File: config.mk
export PLATFORM = sky130hd
export DESIGN_NAME = input_conditioner_flat
export DESIGN_NICKNAME = d
export VERILOG_FILES = /design/src/rtl/input_conditioner_if.sv /design/src/rtl/input_conditioner.sv /design/src/flat_wrapper.sv
export SDC_FILE = /design/constraint.sdc
export NUM_CORES = 1
export LEC_CHECK = 0
export CORE_ASPECT_RATIO = 1.2
export CORE_MARGIN = 2
export CORE_UTILIZATION = 54
export CTS_CLUSTER_DIAMETER = 120
export DETAILED_ROUTE_END_ITERATION = 12
export PLACE_DENSITY = 0.8
export SLEW_MARGIN = 5
export SYNTH_ARGS = -nofsm -noshare
export SYNTH_HDL_FRONTEND = slang
export SYNTH_SLANG_ARGS = --single-unit
File: constraint.sdc
create_clock -name Clk -period 8.6 [get_ports Clk]
set_clock_uncertainty 0.05 [all_clocks]
set_input_delay 2.58 -clock Clk [delete_from_list [all_inputs] [get_ports Clk]]
set_output_delay 2.58 -clock Clk [all_outputs]
set_load 0.02 [all_outputs]
File: src/rtl/input_conditioner_if.sv
// Signal bundle between the raw board inputs and the multiplier-facing
// conditioned outputs of input_conditioner.
interface input_conditioner_if;
  logic       Run_btn;
  logic       Load_btn;
  logic [7:0] SW_raw;
  logic       Run;
  logic       Run_rise;
  logic       Run_fall;
  logic       Reset_Load_Clear;
  logic       Load_rise;
  logic [7:0] SW;

  modport master (
    output Run_btn, Load_btn, SW_raw,
    input  Run, Run_rise, Run_fall, Reset_Load_Clear, Load_rise, SW
  );

  modport slave (
    input  Run_btn, Load_btn, SW_raw,
    output Run, Run_rise, Run_fall, Reset_Load_Clear, Load_rise, SW
  );
endinterface

File: src/rtl/input_conditioner.sv
// Pushbutton/switch front end: two-flop synchronisers on every raw input and
// a 4-state debounce FSM per button producing a level plus registered edge pulses.
module input_conditioner_debounce #(
  parameter int DEBOUNCE_CYCLES = 1_000_000,
  parameter int CNT_W           = 24
) (
  input  logic Clk,
  input  logic Reset,
  input  logic i_raw,
  output logic o_level,
  output logic o_rise,
  output logic o_fall
);
  typedef enum logic [1:0] {S_LOW, W_HIGH, S_HIGH, W_LOW} state_t;

  localparam logic [CNT_W-1:0] CNT_LAST = CNT_W'(DEBOUNCE_CYCLES - 1);

  logic             r_f1, r_f2;
  state_t           r_state, w_state_nxt;
  logic [CNT_W-1:0] r_cnt, w_cnt_nxt;
  logic             r_level, w_level_nxt;
  logic             r_rise, w_rise_nxt;
  logic             r_fall, w_fall_nxt;

  // NOTE: sequential state uses non-blocking assignments so every flop samples pre-edge values.
  always_ff @(posedge Clk or posedge Reset) begin
    if (Reset) begin
      r_f1    <= 1'b0;
      r_f2    <= 1'b0;
      r_state <= S_LOW;
      r_cnt   <= '0;
      r_level <= 1'b0;
      r_rise  <= 1'b0;
      r_fall  <= 1'b0;
    end else begin
      r_f1    <= i_raw;
      r_f2    <= r_f1;
      r_state <= w_state_nxt;
      r_cnt   <= w_cnt_nxt;
      r_level <= w_level_nxt;
      r_rise  <= w_rise_nxt;
      r_fall  <= w_fall_nxt;
    end
  end

  // NOTE: every output of this block gets a default first, so no latch is inferred.
  always_comb begin
    w_state_nxt = r_state;
    w_cnt_nxt   = r_cnt;
    w_level_nxt = r_level;
    w_rise_nxt  = 1'b0;
    w_fall_nxt  = 1'b0;
    case (r_state)
      S_LOW: begin
        if (r_f2) begin
          w_state_nxt = W_HIGH;
          w_cnt_nxt   = CNT_W'(1);
        end
      end
      W_HIGH: begin
        if (!r_f2) begin
          w_state_nxt = S_LOW;
          w_cnt_nxt   = '0;
        end else if (r_cnt == CNT_LAST) begin
          w_state_nxt = S_HIGH;
          w_cnt_nxt   = '0;
          w_level_nxt = 1'b1;
          w_rise_nxt  = 1'b1;
        end else begin
          w_cnt_nxt = r_cnt + CNT_W'(1);
        end
      end
      S_HIGH: begin
        if (!r_f2) begin
          w_state_nxt = W_LOW;
          w_cnt_nxt   = CNT_W'(1);
        end
      end
      W_LOW: begin
        if (r_f2) begin
          w_state_nxt = S_HIGH;
          w_cnt_nxt   = '0;
        end else if (r_cnt == CNT_LAST) begin
          w_state_nxt = S_LOW;
          w_cnt_nxt   = '0;
          w_level_nxt = 1'b0;
          w_fall_nxt  = 1'b1;
        end else begin
          w_cnt_nxt = r_cnt + CNT_W'(1);
        end
      end
      default: begin
        w_state_nxt = S_LOW;
        w_cnt_nxt   = '0;
      end
    endcase
  end

  assign o_level = r_level;
  assign o_rise  = r_rise;
  assign o_fall  = r_fall;
endmodule

module input_conditioner #(
  parameter int DEBOUNCE_CYCLES = 1_000_000,
  parameter int CNT_W           = 24
) (
  input  logic                Clk,
  input  logic                Reset,
  input_conditioner_if.slave  bus
);
  logic [7:0] r_sw_f1, r_sw_f2;
  logic       w_unused_load_fall;

  // Switches are static operands, so synchronisation alone is enough.
  always_ff @(posedge Clk or posedge Reset) begin
    if (Reset) begin
      r_sw_f1 <= '0;
      r_sw_f2 <= '0;
    end else begin
      r_sw_f1 <= bus.SW_raw;
      r_sw_f2 <= r_sw_f1;
    end
  end

  input_conditioner_debounce #(
    .DEBOUNCE_CYCLES(DEBOUNCE_CYCLES),
    .CNT_W          (CNT_W)
  ) u_run_db (
    .Clk    (Clk),
    .Reset  (Reset),
    .i_raw  (bus.Run_btn),
    .o_level(bus.Run),
    .o_rise (bus.Run_rise),
    .o_fall (bus.Run_fall)
  );

  input_conditioner_debounce #(
    .DEBOUNCE_CYCLES(DEBOUNCE_CYCLES),
    .CNT_W          (CNT_W)
  ) u_load_db (
    .Clk    (Clk),
    .Reset  (Reset),
    .i_raw  (bus.Load_btn),
    .o_level(bus.Reset_Load_Clear),
    .o_rise (bus.Load_rise),
    .o_fall (w_unused_load_fall)
  );

  assign bus.SW = r_sw_f2;
endmodule

File: src/flat_wrapper.sv
// flat-port wrapper written by rule: the top's interface ports become plain ports
module input_conditioner_flat 
#(
  parameter int DEBOUNCE_CYCLES = 1_000_000,
  parameter int CNT_W           = 24
)
  (Clk, Reset, bus_Run_btn, bus_Load_btn, bus_SW_raw, bus_Run, bus_Run_rise, bus_Run_fall, bus_Reset_Load_Clear, bus_Load_rise, bus_SW);
  input_conditioner_if bus_i ();
  input  logic Clk;
  input  logic Reset;
  input wire logic [$bits(bus_i.Run_btn)-1:0] bus_Run_btn;
  input wire logic [$bits(bus_i.Load_btn)-1:0] bus_Load_btn;
  input wire logic [$bits(bus_i.SW_raw)-1:0] bus_SW_raw;
  output wire logic [$bits(bus_i.Run)-1:0] bus_Run;
  output wire logic [$bits(bus_i.Run_rise)-1:0] bus_Run_rise;
  output wire logic [$bits(bus_i.Run_fall)-1:0] bus_Run_fall;
  output wire logic [$bits(bus_i.Reset_Load_Clear)-1:0] bus_Reset_Load_Clear;
  output wire logic [$bits(bus_i.Load_rise)-1:0] bus_Load_rise;
  output wire logic [$bits(bus_i.SW)-1:0] bus_SW;
  assign bus_i.Run_btn = bus_Run_btn;
  assign bus_i.Load_btn = bus_Load_btn;
  assign bus_i.SW_raw = bus_SW_raw;
  assign bus_Run = bus_i.Run;
  assign bus_Run_rise = bus_i.Run_rise;
  assign bus_Run_fall = bus_i.Run_fall;
  assign bus_Reset_Load_Clear = bus_i.Reset_Load_Clear;
  assign bus_Load_rise = bus_i.Load_rise;
  assign bus_SW = bus_i.SW;
  input_conditioner #(.DEBOUNCE_CYCLES(DEBOUNCE_CYCLES), .CNT_W(CNT_W)) u_core (.Clk(Clk), .Reset(Reset), .bus(bus_i));
endmodule
; Yosys cells after proc, flatten, opt, wreduce, memory -nomap -nowiden
; Index checks and enable logic that the tools add are counted.
[classes]
n_addsub = 2
n_mul = 0
n_div = 0
order_cmp = 0
eq_ne = 24
shifts = 0
mux = 44
bitwise = 0
reduce_logical = 10
[ops]
columns = cell, count
row1 = 24-bit two-way mux, 10
row2 = 24-bit one-hot mux with 4 select lines, 2
row3 = 24-bit by 1-bit adder with 24-bit output (second input constant), 2
row4 = 24-bit by 20-bit == test with 1-bit output (second input constant), 2
row5 = 2-bit two-way mux, 12
row6 = 2-bit inequality test (second input constant), 12
row7 = 1-bit two-way mux, 16
row8 = 2-bit one-hot mux with 4 select lines, 2
row9 = 3-bit inequality test (second input constant), 4
row10 = 5-bit AND reduction, 2
row11 = 2-bit == test (second input constant), 4
row12 = 4-bit AND reduction, 2
row13 = 2-bit by 1-bit == test with 1-bit output (second input constant), 2
row14 = 2-bit logical NOT, 2
row15 = 1-bit one-hot mux with 2 select lines, 2
row16 = 2-bit AND reduction, 2
row17 = 2-bit nonzero test, 2
[word_totals]
regBits = 77
latch_bits = 0
mem_bits_rw = 0
rom_bits = 0
inputBits = 12
output_inout_bits = 13
n_memories = 0

; Logic depth before layout (Yosys ltp)
[logic_depth]
word_depth = 4
depth_mapped = 7
mapped_depth_nobuf = 6

; Cells and area by module
; From an unflattened synthesis, not the netlist that was laid out.
[hier_totals]
cells_unflattened = 366
area_unflattened_um2 = 3738.6
[modules_own_cells]
columns = module, n_inst, cells_per_inst, area_each_um2, seq_area_each_um2
row1 = input_conditioner_debounce (u_core.u_load_db), 1, 174, 1687.9, 775.7
row2 = input_conditioner_debounce (u_core.u_run_db), 1, 175, 1646.6, 775.7
row3 = input_conditioner, 1, 17, 404.1, 400.4

; Worst setup path after synthesis
; OpenSTA, ideal clock, no wires.
[synth_path]
path_type = flip-flop to output port
start = reg u_core.u_run_db.r_level, in the netlist u_core.u_run_db.o_level
end = out bus_Run
arrival_time_ps = 433
required_ps = 5970
slack_ps = 5537
path_stages_with_launch = 1
cell_sequence = dfrtp_1
[synth_lines]
columns = item, line
row1 = start: declaration, input_conditioner.sv:21  ; logic r_level, w_level_nxt;
row2 = start signal: assignment, input_conditioner.sv:40  ; r_level <= w_level_nxt;
row3 = end: declaration, flat_wrapper.sv:14  ; output wire logic [$bits(bus_i.Run)-1:0] bus_Run;
; No word-level cell between the ends.

; Worst setup path in the final report
[layout_path]
start = reg u_core.u_run_db.r_level, in the netlist u_core.u_run_db.o_level
end = out bus_Run
; No word-level cell between the ends.

==> out/results.env <==
BOUNDARYPINS=25
YOSYS.CELL_COUNT.TOP_TYPE='dfrtp_1'
REMAINING_DRC_ERRORS=0
DIODES_INSERTED=0
CTS.ROOT.BUFFER_CELL='clkbuf_8'
TIMING.FINAL.CRIT_SHARE=0.463
FMAX_GHz=0.251
SYNTH.LIB_CELLS_USED.DISTINCT=47
POSTLAYOUTCELLAREA_UM2=4090
SYNTH_ENABLE_FLOP_CELLS=0
POST_CTS_RESIZED=0
SYNTH_TOP_CELL_BY_AREA='dfrtp_1'
NETLIST_AREA_BEFORE_PLACEMENT_UM2=3590
FINISH.NET_COUNT=406
LAYOUT.FILLER_CELLS=551
DIE_WIDTH_UM=78.4
LAYOUT-DRIVE-GT1-SHARE=0.0756
NETLIST_INSTANCES=369
SYNTH_FP_NETS=383
NUMBER_OF_BUFFERS_ADDED_TO_FIX_HOLD_VIOLATIONS_AFTER_CTS=0
DRT_ITER0_DRC=139
RSZ_0062_RAISED_AFTER_GLOBAL_ROUTING='false'
FIRST_GLOBAL_VIAS=2807
CRIT_ARRIVAL_NS=1.35
POSTSYNTH.ASYNCRESETSHARE=1.00
POWER_PER_CELL_AREA_nW_PER_UM2=186
VIAS_PER_CELL=6.11
TRITONCTS='done'
DRV.MAX_CAP_VIOLATION_COUNT=0
CPPEAKSTAGEDELAY_NS=0.60
SYNTH_AREA_LEADERS='dfrtp_1, a31oi_1, nand2_1, nand3_1, a21oi_1'
CLOCK_INSERTION_DELAY_WORST_SKEW_NS=0.37
EFFECTIVE_UTILIZATION_AT_FLOORPLAN=0.557
DETAIL_ROUTE.WL_PER_CELL_UM=14.9
RUN_STATUS='finished clean'
PATH_MAX_FANOUT=3
YOSYSWARNINGS=0
YS_SEQ_AREA_FRAC=0.537
POSTCTSSETUPBUFFERS=0
ROUTED_WIRELENGTH_MM=7.17
VDD.IR_DROP.WORST_mV=0.118
SETUP_VIOL=0
TIMING.CRITICAL_PATH.CELLS='clkdlybuf4s50_1'
DP.FINAL_HPWL_MM=4.79
SYNTH-MAIN-FF-CELL='dfrtp_1'
SETUP.REG_TO_REG.WORST_SLACK_NS=5.92
DIEHEIGHT_UM=93.3
CLOCKBUFFERDEPTH=2
GR-TOTAL-OVERFLOW=0
SYNTHESIS.AREA_PER_INSTANCE_UM2=9.72
PATH_BUF_INV=1
CLOCK_SINK_COUNT=77
REG2REG_FROM='u_core.u_run_db.r_cnt[0]$_DFFE_PP0P_'
WORST_SLACK_NS=4.62
PLACEABLECOREAREA_UM2=6450
GLOBALPLACE.CONGESTION=0.844
WHS_PATH_DEPTH=0
HOLD_VIOLATIONS=0
IO_BUFFER_COUNT=24
WORSTHOLDENDPOINT='u_core.u_load_db.r_f2$_DFF_PP0_'
POST-PLACE-WS_NS=4.66
CTS_MAX_LEVEL=3
DETAILED_PLACE.AREA_UM2=3890
CRITICAL_PATH.ENDPOINT_TYPE='output pin'
P_LEAK_uW=0.00167
POST_SYNTH_MOST_FREQUENT_CELLS='dfrtp_1, nand2_1, nand3_1'
DRT_PASS1_ITERATIONS=4
TIMING.FINAL.CRIT_PERIOD_NS=3.98
SYN_TO_FINAL_GROWTH_PCT=13.8
CP_TOP_FAMILY='buffers and inverters'
FRACTION_OF_POST_SYNTHESIS_CELL_AREA_IN_THE_TOP_CELL_TYPE_BY_AREA=0.537
ANTENNA_LEFT=0
WORSTREG2REGEND='u_core.u_run_db.r_cnt[8]$_DFFE_PP0P_'
CRITICAL_PATH.STARTPOINT_TYPE='flop'
SLEW_HEADROOM=0.379
MIN_PATH_TYPE='flop to flop'
REQUIRED_NS=5.97
GRT_START_MAX_NET_PINS=78
GRTUSAGETOTAL=0.215
HP-START='u_core.u_load_db.r_f1$_DFF_PP0_'
WORSTREGTOREGCELLS=7
CLOCK_PIN_SLEW_ON_THE_WORST_SETUP_AND_HOLD_PATHS_NS=0.09
CRITICAL_SETUP_PATH_CLASS='flop to output pin'
CP_SLOWEST_CELL='clkdlybuf4s50_1'
ANTENNA_FOUND_INITIAL=0
SETUP_TOTAL_NEGATIVE_SLACK_NS=0
PLACEMENTROWS=32
MAXSLEWVIOLCOUNT=0
ROUTE.VIAS.TOTAL=2943
GRT_PASS1_WL_MM=12.5
SYNTH.FF_LATCH_COUNT=77
TIGHTESTPINTRANSITION_NS=0.925
CTS-BUFFERS-INSERTED=9
DIE_AREA_UM2=7320
==> routing by layer <==
metal | wire length [um] | vias up | track usage
li1 | - | 1430 | -
met1 | 3160 | 1442 | 0.268
met2 | 3600 | 51 | 0.361
met3 | 235 | 20 | 0.0347
met4 | 178 | 0 | 0.111
met5 | 0 | - | 0
==> power by group <==
part / switching (uW) / internal, uW / total (uW)
sequential: 17.5 / 377 / 395
combinational: 61.4 / 32.1 / 93.5
clock: 159 / 115 / 273
==> worst max-delay path by stage <==
stage | start | to | slack, ns | depth (start not counted)
5_1_grt | u_core.u_run_db.o_level$_DFFE_PP0P_ | bus_Run | 4.59 | 1
3_5_place_dp | Reset | u_core.u_load_db.o_rise$_DFF_PP0_ | 4.66 | 3
2_1_floorplan | Reset | asynchronous set/reset pin | 4.00 | 1
4_1_cts | u_core.u_run_db.o_level$_DFFE_PP0P_ | bus_Run | 4.62 | 1
3_3_place_gp | Reset | u_core.u_load_db.r_cnt[1]$_DFFE_PP0P_ | 4.68 | 3
6_report | u_core.u_run_db.o_level$_DFFE_PP0P_ | bus_Run | 4.62 | 1
==> sequential cells by signal, indices dropped and copies added (netlist names), named ones only <==
signal and flops:
u_core.u_load_db.r_cnt 24, u_core.u_run_db.r_cnt 24, u_core.bus.SW 8, u_core.r_sw_f1 8, u_core.u_load_db.o_level 1, u_core.u_load_db.o_rise 1
u_core.u_load_db.r_f1 1, u_core.u_load_db.r_f2 1, u_core.u_load_db.r_state 1, u_core.u_run_db.o_fall 1, u_core.u_run_db.o_level 1, u_core.u_run_db.o_rise 1
u_core.u_run_db.r_f1 1, u_core.u_run_db.r_f2 1, u_core.u_run_db.r_state 1
==> stage by stage <==
step           utilization  total power [uW]  cells  hold slack [ns]
3_3_place_gp         0.603               490    466            0.283
3_5_place_dp         0.603               496    466            0.285
4_1_cts              0.634               765    482            0.304
6_report             0.634               762    482            0.302
2_1_floorplan            -               469    369            0.281
5_1_grt              0.634               794    482            0.310
==> cell families (layout without fill, tap and decap cells) <==
logic type,after synthesis,count (layout),synth area share
and+or+nand+nor,156,156,0.228
AOI/OAI and AO/OA,104,104,0.185
DFF,77,77,0.537
buffers and inverters,25,53,0.0300
muxes,3,3,0.00872
adders and majority gates,2,2,0.00697
xor gates and xnor gates,2,2,0.00488
==> layout make-up <==
| type | count | area [um^2] | area share |
|---|---|---|---|
| Clock inverter | 7 | 73.8 | 0.0181 |
| Timing Repair Buffer | 27 | 263 | 0.0643 |
| Clock buffer | 9 | 124 | 0.0303 |
| Inverter | 10 | 37.5 | 0.00919 |
| Sequential cell | 77 | 1930 | 0.472 |
| Multi-Input combinational cell | 267 | 1550 | 0.380 |
| Tap cell | 85 | 106 | 0.0260 |
==> layout by cell type (no fill, tap or decap), types with 3 or more instances in the layout <==
master and instances:
dfrtp_1 77, nand2_1 45, nand3_1 30, a31oi_1 29
a21oi_1 25, clkdlybuf4s50_1 24, nor2_1 23, o21ai_0 16
nand4_1 12, inv_1 9, o211ai_1 9, clkbuf_8 9
nor3_1 8, a41oi_1 6, or4_1 6, or3_1 5
and4_1 4, a21o_1 4, a22o_1 4, or2_2 3
and3_1 3, inv_6 3, buf_4 3
No activity file was read; power rests on OpenSTA's default activity.
